## src/rtl/tim_gp_pkg.sv

```systemverilog
// Shared constants for the general-purpose timer: mode encoding and default widths.
package tim_gp_pkg;

  localparam int DEF_CNT_W = 16;
  localparam int DEF_PSC_W = 16;

  typedef enum logic [1:0] {
    MODE_UP     = 2'd0,
    MODE_DOWN   = 2'd1,
    MODE_CENTRE = 2'd2,
    MODE_RSVD   = 2'd3
  } tim_mode_e;

endpackage

```

## src/rtl/tim_gp_psc.sv

```systemverilog
// Prescaler: issues one tick every i_psc+1 enabled clocks; clr restarts the period.
module tim_gp_psc #(
  parameter int PSC_W = 16
) (
  input  logic             clk,
  input  logic             rst,
  input  logic             en,
  input  logic             clr,
  input  logic [PSC_W-1:0] i_psc,
  output logic             tick
);

  localparam logic [PSC_W-1:0] PSC_ONE = PSC_W'(1);

  logic [PSC_W-1:0] cnt_q;

  // >= rather than == so a prescale value lowered mid-period cannot run the count past it
  assign tick = en && (cnt_q >= i_psc);

  always_ff @(posedge clk or posedge rst) begin
    if (rst) begin
      cnt_q <= '0;
    end else if (clr || tick) begin
      cnt_q <= '0;
    end else if (en) begin
      cnt_q <= cnt_q + PSC_ONE;
    end
  end

endmodule

```

## src/rtl/tim_gp_cnt.sv

```systemverilog
// General-purpose up/down/centre-aligned timer with shadowed auto-reload and one-pulse mode.
// Define TIM_GP_RCR_EN to add the repetition counter (input i_rcr) gating uev.
module tim_gp_cnt
  import tim_gp_pkg::*;
#(
  parameter int CNT_W = DEF_CNT_W,
  parameter int PSC_W = DEF_PSC_W
) (
  input  logic             clk,
  input  logic             rst,
  input  logic             timer_en,
  input  logic             ld_cnt,
  input  logic [CNT_W-1:0] i_data_cnt,
  input  logic [1:0]       mode,
  input  logic             opm,
  input  logic             arr_wr,
  input  logic [CNT_W-1:0] i_arr,
  input  logic [PSC_W-1:0] i_psc,
`ifdef TIM_GP_RCR_EN
  input  logic [7:0]       i_rcr,
`endif
  output logic [CNT_W-1:0] o_cnt,
  output logic             dir,
  output logic             cnt_ov,
  output logic             cnt_uv,
  output logic             uev,
  output logic             busy
);

  localparam logic [CNT_W-1:0] CNT_ONE = CNT_W'(1);

  tim_mode_e        mode_sel;
  logic [CNT_W-1:0] cnt_q, cnt_d;
  logic [CNT_W-1:0] arr_act, arr_pend;
  logic             dir_q, dir_d;
  logic             ov_d, uv_d, uev_d;
  logic             stop_q;
  logic             tick;

  assign mode_sel = tim_mode_e'(mode);
  assign busy     = timer_en & ~stop_q & ~rst;
  assign o_cnt    = cnt_q;
  assign dir      = dir_q;

  tim_gp_psc #(
    .PSC_W (PSC_W)
  ) u_psc (
    .clk   (clk),
    .rst   (rst),
    .en    (busy),
    .clr   (ld_cnt),
    .i_psc (i_psc),
    .tick  (tick)
  );

  always_comb begin
    cnt_d = cnt_q;
    dir_d = dir_q;
    ov_d  = 1'b0;
    uv_d  = 1'b0;
    if (ld_cnt) begin
      cnt_d = i_data_cnt;
    end else if (tick) begin
      case (mode_sel)
        MODE_DOWN: begin
          dir_d = 1'b0;
          if (cnt_q == '0) begin
            cnt_d = arr_act;
            uv_d  = 1'b1;
          end else begin
            cnt_d = cnt_q - CNT_ONE;
          end
        end
        MODE_CENTRE: begin
          if (cnt_q > arr_act) begin
            // loaded above the reload value: walk back down into range
            cnt_d = cnt_q - CNT_ONE;
            dir_d = 1'b0;
          end else if (arr_act == '0) begin
            cnt_d = '0;
            ov_d  = 1'b1;
          end else if (dir_q) begin
            if (cnt_q == arr_act) begin
              cnt_d = arr_act - CNT_ONE;
              dir_d = 1'b0;
              ov_d  = 1'b1;
            end else begin
              cnt_d = cnt_q + CNT_ONE;
            end
          end else begin
            if (cnt_q == '0) begin
              cnt_d = CNT_ONE;
              dir_d = 1'b1;
              uv_d  = 1'b1;
            end else begin
              cnt_d = cnt_q - CNT_ONE;
            end
          end
        end
        default: begin
          dir_d = 1'b1;
          if ((cnt_q == arr_act) || (cnt_q == '1)) begin
            cnt_d = '0;
            ov_d  = 1'b1;
          end else begin
            cnt_d = cnt_q + CNT_ONE;
          end
        end
      endcase
    end
  end

`ifdef TIM_GP_RCR_EN
  logic [7:0] rep_q;

  assign uev_d = (ov_d | uv_d) && (rep_q == 8'd0);

  always_ff @(posedge clk or posedge rst) begin
    if (rst) begin
      rep_q <= 8'd0;
    end else if (ov_d | uv_d) begin
      rep_q <= (rep_q == 8'd0) ? i_rcr : rep_q - 8'd1;
    end
  end
`else
  assign uev_d = ov_d | uv_d;
`endif

  always_ff @(posedge clk or posedge rst) begin
    if (rst) begin
      cnt_q    <= '0;
      dir_q    <= 1'b1;
      arr_act  <= '1;
      arr_pend <= '1;
      cnt_ov   <= 1'b0;
      cnt_uv   <= 1'b0;
      uev      <= 1'b0;
      stop_q   <= 1'b0;
    end else begin
      cnt_q  <= cnt_d;
      dir_q  <= dir_d;
      cnt_ov <= ov_d;
      cnt_uv <= uv_d;
      uev    <= uev_d;
      if (arr_wr) begin
        arr_pend <= i_arr;
      end
      // the wrap on this edge still uses the old reload value
      if (uev_d || !busy) begin
        arr_act <= arr_pend;
      end
      if (!timer_en) begin
        stop_q <= 1'b0;
      end else if (opm && uev_d) begin
        stop_q <= 1'b1;
      end
    end
  end

endmodule

```

## config.mk

```make
export PLATFORM = sky130hd
export DESIGN_NAME = tim_gp_cnt
export DESIGN_NICKNAME = d
export VERILOG_FILES = /design/src/rtl/tim_gp_pkg.sv /design/src/rtl/tim_gp_psc.sv /design/src/rtl/tim_gp_cnt.sv
export SDC_FILE = /design/constraint.sdc
export NUM_CORES = 1
export LEC_CHECK = 0
export BUFFER_PORTS_ARGS = -buffer_cell sky130_fd_sc_hd__buf_2
export CAP_MARGIN = 20
export CORE_AREA = 2 2 106 108
export CTS_CLUSTER_SIZE = 30
export DETAILED_ROUTE_END_ITERATION = 12
export DIE_AREA = 0 0 108 110
export PLACE_DENSITY = 0.88
export SYNTH_ARGS = -nofsm -noshare
export SYNTH_HDL_FRONTEND = slang
export SYNTH_SLANG_ARGS = --single-unit
```

## constraint.sdc

```tcl
create_clock -name clk -period 3.6 [get_ports clk]
set_input_delay 0.72 -clock clk [delete_from_list [all_inputs] [get_ports clk]]
set_output_delay 0.72 -clock clk [all_outputs]
set_load 0.01 [all_outputs]
```

==> impl_metrics.toml, run 1 <==
[status]
outcome = "complete, no violations"

[synthesis]
synth-compound-area-share = 0.181
syn_inst = 651
synth-seq-cells = 69
synth_nets = 747
yosys.area.top_type = "dfrtp_1"
yosysSeqAreaShare = 0.316
synth_most_common_cell = "nor2_1"
synth_cell_types = 68
synthAdderAreaFrac = 0.0894
synthSimpleGateAreaFrac = 0.204
syn-mean-instance-area_sq_um = 8.60
synth-xor-area-share = 0.0751
synthArstFlopShare = 1.00
synth.top_cell.area_share = 0.161
muxShareOfSynthArea = 0.0728
yosys_most_used_dff = "dfrtp_1"
synth_edf_count = 0
yosys_warnings = 0
ys_top_cells_by_area = "dfrtp_1, dfstp_2, ha_1"
synthTopCellsByCount = "nor2_1, nand2_1, a21oi_1, inv_1, ha_1"
synth_top_family_by_area = "simple AND/OR/NAND/NOR gates"
synth_area_sq_um = 5600

[place]
portBuffers = 76
dp.cells = 868
place.gp.congestion = 1.03
dp_hpwl_um = 11800

[layout]
drive_above_1_share = 0.285
diodes = 0
fin_cells = 884
fillers = 927
nets = 835
syn_to_final_growth_pct = 15.9
final_core_util = 0.607

[timing]
hold_ws_ps = 488
fmax_ghz = 0.299
rsz0062_at_grt = "false"
hold_viol_final = 0
timing.final.crit_share = 0.929
fin_skew_ps = 14.9
slew_headroom = 0.425
slew_viol_final = 0
tightest_slew_ps = 863
setup_viol = 0
tns_ps = 0
period_minus_slack_ps = 3350

[die]
die_x_um = 108
die_height_um = 110
io-pin-count = 77
row_count = 38
core_area_sq_um = 10700
dieArea_sq_um = 11900
start_util = 0.524

[grt]
grtUsageTotal = 0.276
grt_pass1_wl_um = 25400
grt_pass1_vias = 5140
grt_start_max_net_pins = 70
antenna_found_initial = 0
grt.overflow.total = 0

[worst_setup_path]
path_class = "register to register"
path_cells = "inv_1, ha_1, nand4_1, nor4_2, a31oi_1, or3b_1, a2111oi_4, nor3_4, buf_12, mux2_4"
slowest_delay_ps = 580
crit_required_ps = 3880
path_max_fanout = 16
crit_slowest_cell = "dfstp_2"
worstRegToRegCells = 10
reg2reg_slack_ps = 250
crit-reg2reg-capture = "arr_act[15]$_DFFE_PP1P_"
crit_start = "arr_act[11]$_DFFE_PP1P_"
worstSetupEndpointType = "register"
cp-endpoint = "arr_act[15]$_DFFE_PP1P_"
cp-start-kind = "register"
reg2reg_from = "arr_act[11]$_DFFE_PP1P_"
cp_data_arrival_time_ps = 3620

[power_and_ir_drop]
power.density_nw_per_um2 = 353
p_leak_nw = 2.88
max-vdd-ir-drop_mv = 0.298

[route]
drtAntennaViolNets = 0
post_drt_wl_per_cell_um = 17.8
drc = 0
drt_iter0_drc = 690
num_vias = 5419
vias_per_cell = 6.13
first_pass_iters = 6
drt-total-wl_um = 15800

[cts]
clk_latency_ps = 360
postCtsHoldBufs = 0
path_clk_slew_ps = 70
cts_tree = "done"
cts.path.max_buffers = 2
htreeDepth = 3
postCtsSetupBuffers = 0
root_buffer = "clkbuf_8"
postCtsResizedCells = 0
cts.sinks = 69
cts_buffers = 9

[run]
cap_violations = 0

[min_path]
hold_class = "register to register"
-- cell usage in the layout (no fill, tap or decap), drive strengths merged, types with 5 or more instances in the layout --
cell and instances:
o211ai 6, buf 115, nand2b 5, nor3 15
o21ai 27, nand4 17, a211oi 13, dfrtp 36
a21oi 44, a21o 5, dfstp 33, nor4 10
nor2 61, inv 44, or3 9, nand2 57
xor2 16, o22ai 16, clkbuf 9, mux2 32
and3 6, ha 40, xnor2 32, nand3 29
-- worst max-delay path, delay by kind of cell, from the launching register on --
kind / cells / cell delay (ps)
buffers and inverters: 2 / 270
flip-flops: 1 / 580
AND/OR/NAND/NOR: 4 / 1170
multiplexers: 1 / 300
AO/OA/AOI/OAI: 2 / 640
adder cells (fa/ha/maj): 1 / 310
-- per-stage QoR --
stage,area (sq um),worst slack (ps),total power [mW]
after CTS,6490,289,2.28
final,6490,254,2.29
after detailed placement,6290,13.9,1.63
after global placement,6290,243,1.61
after floorplan,5620,17.2,1.40
after global routing,6490,136,2.41
-- report_power, final --
| group | total [mW] | leakage [nW] | internal, mW | switching [mW] |
|---|---|---|---|---|
| Combinational | 0.689 | 1.97 | 0.298 | 0.391 |
| Sequential | 0.953 | 0.805 | 0.870 | 0.0824 |
| Clock | 0.648 | 0.104 | 0.324 | 0.324 |
-- registers in the layout (all words and copies together), names as in the netlist --
name / count
u_psc.cnt_q: 16
cnt_uv: 1
cnt_ov: 1
uev: 1
arr_act: 16
dir: 1
stop_q: 1
arr_pend: 16
o_cnt: 16
-- how the worst min path moves through the flow --
stage / start / end / cells after the start
2_1_floorplan: stop_q$_DFFE_PP0P_ / stop_q$_DFFE_PP0P_ / 1
3_3_place_gp: stop_q$_DFFE_PP0P_ / stop_q$_DFFE_PP0P_ / 1
3_5_place_dp: stop_q$_DFFE_PP0P_ / stop_q$_DFFE_PP0P_ / 1
4_1_cts: stop_q$_DFFE_PP0P_ / stop_q$_DFFE_PP0P_ / 1
5_1_grt: stop_q$_DFFE_PP0P_ / stop_q$_DFFE_PP0P_ / 1
6_report: stop_q$_DFFE_PP0P_ / stop_q$_DFFE_PP0P_ / 1
-- cells by family after synthesis --
kind of cell    count (synthesis)
mux                            33
flops                          69
fa+ha+maj                      40
xor+xnor                       48
buf+inv                        81
simple gates                  227
compound gates                153
-- layer usage --
| metal | global-route usage | vias to the layer above | share of wire |
|---|---|---|---|
| li1 | - | 2531 | - |
| met1 | 0.370 | 2502 | 0.40 |
| met2 | 0.432 | 317 | 0.45 |
| met3 | 0.0600 | 69 | 0.11 |
| met4 | 0.124 | 0 | 0.044 |
| met5 | 0 | - | 0 |
-- cell type report --
class | count | area (sq um) | share of cell area
inverter | 43 | 166 | 0.0256
sequential | 69 | 1770 | 0.272
tap | 140 | 175 | 0.0270
timing repair buffer | 115 | 686 | 0.106
multi-input combinational | 501 | 3500 | 0.539
clock buffer | 9 | 124 | 0.0191
clock inverter | 7 | 72.6 | 0.0112
No activity file was read; power rests on OpenSTA's default activity.
==> run 2: changes to the inputs <==
--- a/config.mk
+++ b/config.mk
@@ -6,11 +6,10 @@
 export NUM_CORES = 1
 export LEC_CHECK = 0
 export BUFFER_PORTS_ARGS = -buffer_cell sky130_fd_sc_hd__buf_2
-export CAP_MARGIN = 20
-export CORE_AREA = 2 2 106 108
+export CORE_AREA = 2 2 90 127
 export CTS_CLUSTER_SIZE = 30
 export DETAILED_ROUTE_END_ITERATION = 12
-export DIE_AREA = 0 0 108 110
+export DIE_AREA = 0 0 92 129
 export PLACE_DENSITY = 0.88
 export SYNTH_ARGS = -nofsm -noshare
 export SYNTH_HDL_FRONTEND = slang
==> run 2 against run 1 <==
Against the previous run: highest routed layer unchanged; non-clock buffer count decreased by 5; sequential power decreased by 0.5%; cell count decreased by 0.45%; largest power group is now clock.
==> impl_metrics.toml, run 2 (same netlist as run 1, synthesis figures left out) <==
[status]
outcome = "complete, no violations"

[timing]
fin_skew_ps = 8.68
hold_viol_final = 0
tightest_slew_ps = 881
slew_viol_final = 0
fmax_ghz = 0.302
slew_headroom = 0.413
period_minus_slack_ps = 3310
timing.final.crit_share = 0.919
rsz0062_at_grt = "false"
tns_ps = 0
setup_viol = 0

[layout]
syn_to_final_growth_pct = 17.6
drive_above_1_share = 0.280
fillers = 912
multi_input_area_sq_um = 3500
final_common_cell = "buf_2"
most-common-layout-cells = "buf_2, nor2_1, nand2_1, a21oi_1, inv_1"
nets = 830
seq_area_sq_um = 1770
diodes = 0
fin_cells = 880

[die]
io-pin-count = 77
die_height_um = 129
dieArea_sq_um = 11900
core_area_sq_um = 10700
row_count = 45
die_x_um = 92
start_util = 0.524

[route]
num_vias = 5588
drc = 0
drt-total-wl_um = 17000
drtAntennaViolNets = 0
first_pass_iters = 7
vias_per_cell = 6.35
drt_iter0_drc = 806
post_drt_wl_per_cell_um = 19.3

[worst_setup_path]
crit_top_cell = "a21oi_1"
path_cells = "inv_1, ha_1, a21oi_1, o21ai_0, a21oi_1, a31oi_1, or3b_1, a2111oi_4, nor3_4, buf_12, mux2_4"
crit_slowest_cell = "dfstp_2"
crit_required_ps = 3880
cp-start-kind = "register"
slowest_delay_ps = 530
worstSetupEndpointType = "register"
cp_data_arrival_time_ps = 3580
path_class = "register to register"
path_max_fanout = 16

[power_and_ir_drop]
max-vdd-ir-drop_mv = 0.371
p_leak_nw = 2.90
power.density_nw_per_um2 = 403

[grt]
grt_start_max_net_pins = 70
grt.overflow.total = 0
antenna_found_initial = 0
grt_pass1_wl_um = 27100
grt_pass1_vias = 5451
grtUsageTotal = 0.294

[cts]
htreeDepth = 3
cts_buffers = 9
postCtsResizedCells = 0
postCtsSetupBuffers = 0
root_buffer = "clkbuf_16"
path_clk_slew_ps = 60
cts_tree = "done"
cts.path.max_buffers = 2
clk_latency_ps = 350
cts.sinks = 69
postCtsHoldBufs = 0

[place]
place.gp.congestion = 1.05
portBuffers = 76
dp.cells = 864
dp_hpwl_um = 12500

[min_path]
hold_class = "register to register"

[run]
cap_violations = 0
## run 2: cell count changes in the layout (fill, tap and decap cells not counted), sizes merged
cell | previous run | this run
buf | 115 | 110
clkinv | 4 | 1
clkinvlp | 1 | 3
bufinv | 1 | 2
## run 2: worst paths after layout
| check | start | endpoint | slack [ps] | depth (start not counted) |
|---|---|---|---|---|
| min in group asynchronous | rst | stop_q$_DFFE_PP0P_ | 680 | 3 |
| worst min-delay path | stop_q$_DFFE_PP0P_ | stop_q$_DFFE_PP0P_ | 490 | 1 |
| worst min register to register | stop_q$_DFFE_PP0P_ | stop_q$_DFFE_PP0P_ | 490 | 1 |
| worst max-delay path | arr_act[15]$_DFFE_PP1P_ | arr_act[4]$_DFFE_PP1P_ | 290 | 11 |
| max in group asynchronous | rst | o_cnt[13]$_DFFE_PP0N_ | 2340 | 3 |
| worst max register to register | arr_act[15]$_DFFE_PP1P_ | arr_act[4]$_DFFE_PP1P_ | 290 | 11 |
## run 2: layout make-up
| class | instances | share of cell area |
|---|---|---|
| Sequential cell | 69 | 0.268 |
| Clock inverter | 7 | 0.0161 |
| Clock buffer | 9 | 0.0342 |
| Tap cell | 141 | 0.0268 |
| Inverter | 43 | 0.0253 |
| Multi-Input combinational cell | 501 | 0.531 |
| Timing Repair Buffer | 110 | 0.0984 |
## run 2: worst max-delay path, delay by kind of cell (launching register included)
family | cells | cell delay [ps]
muxes | 1 | 300
AOI/OAI and AO/OA | 5 | 1250
DFF | 1 | 530
adders and majority gates | 1 | 350
buffers and inverters | 2 | 290
and+or+nand+nor | 2 | 510
## run 2: power by group
| part | switching [mW] | internal, mW |
|---|---|---|
| sequential | 0.0773 | 0.871 |
| clock | 0.381 | 0.619 |
| combinational | 0.411 | 0.298 |
## run 2: through the flow
step	cell area (sq um)	hold WS, ps	setup WS, ps	util	power, mW
after floorplan	5620	455	17.2	-	1.40
after global placement	6260	464	241	0.585	1.62
after detailed placement	6260	475	121	0.585	1.64
after CTS	6590	490	355	0.616	2.64
after global routing	6590	525	145	0.616	2.77
final	6590	487	291	0.616	2.66
## run 2: metal layers
metal | up-vias | global-route usage | wire length (um)
li1 | 2516 | - | -
met1 | 2596 | 0.343 | 6160
met2 | 364 | 0.489 | 8090
met3 | 112 | 0.0498 | 1440
met4 | 0 | 0.212 | 1300
met5 | - | 0 | 0
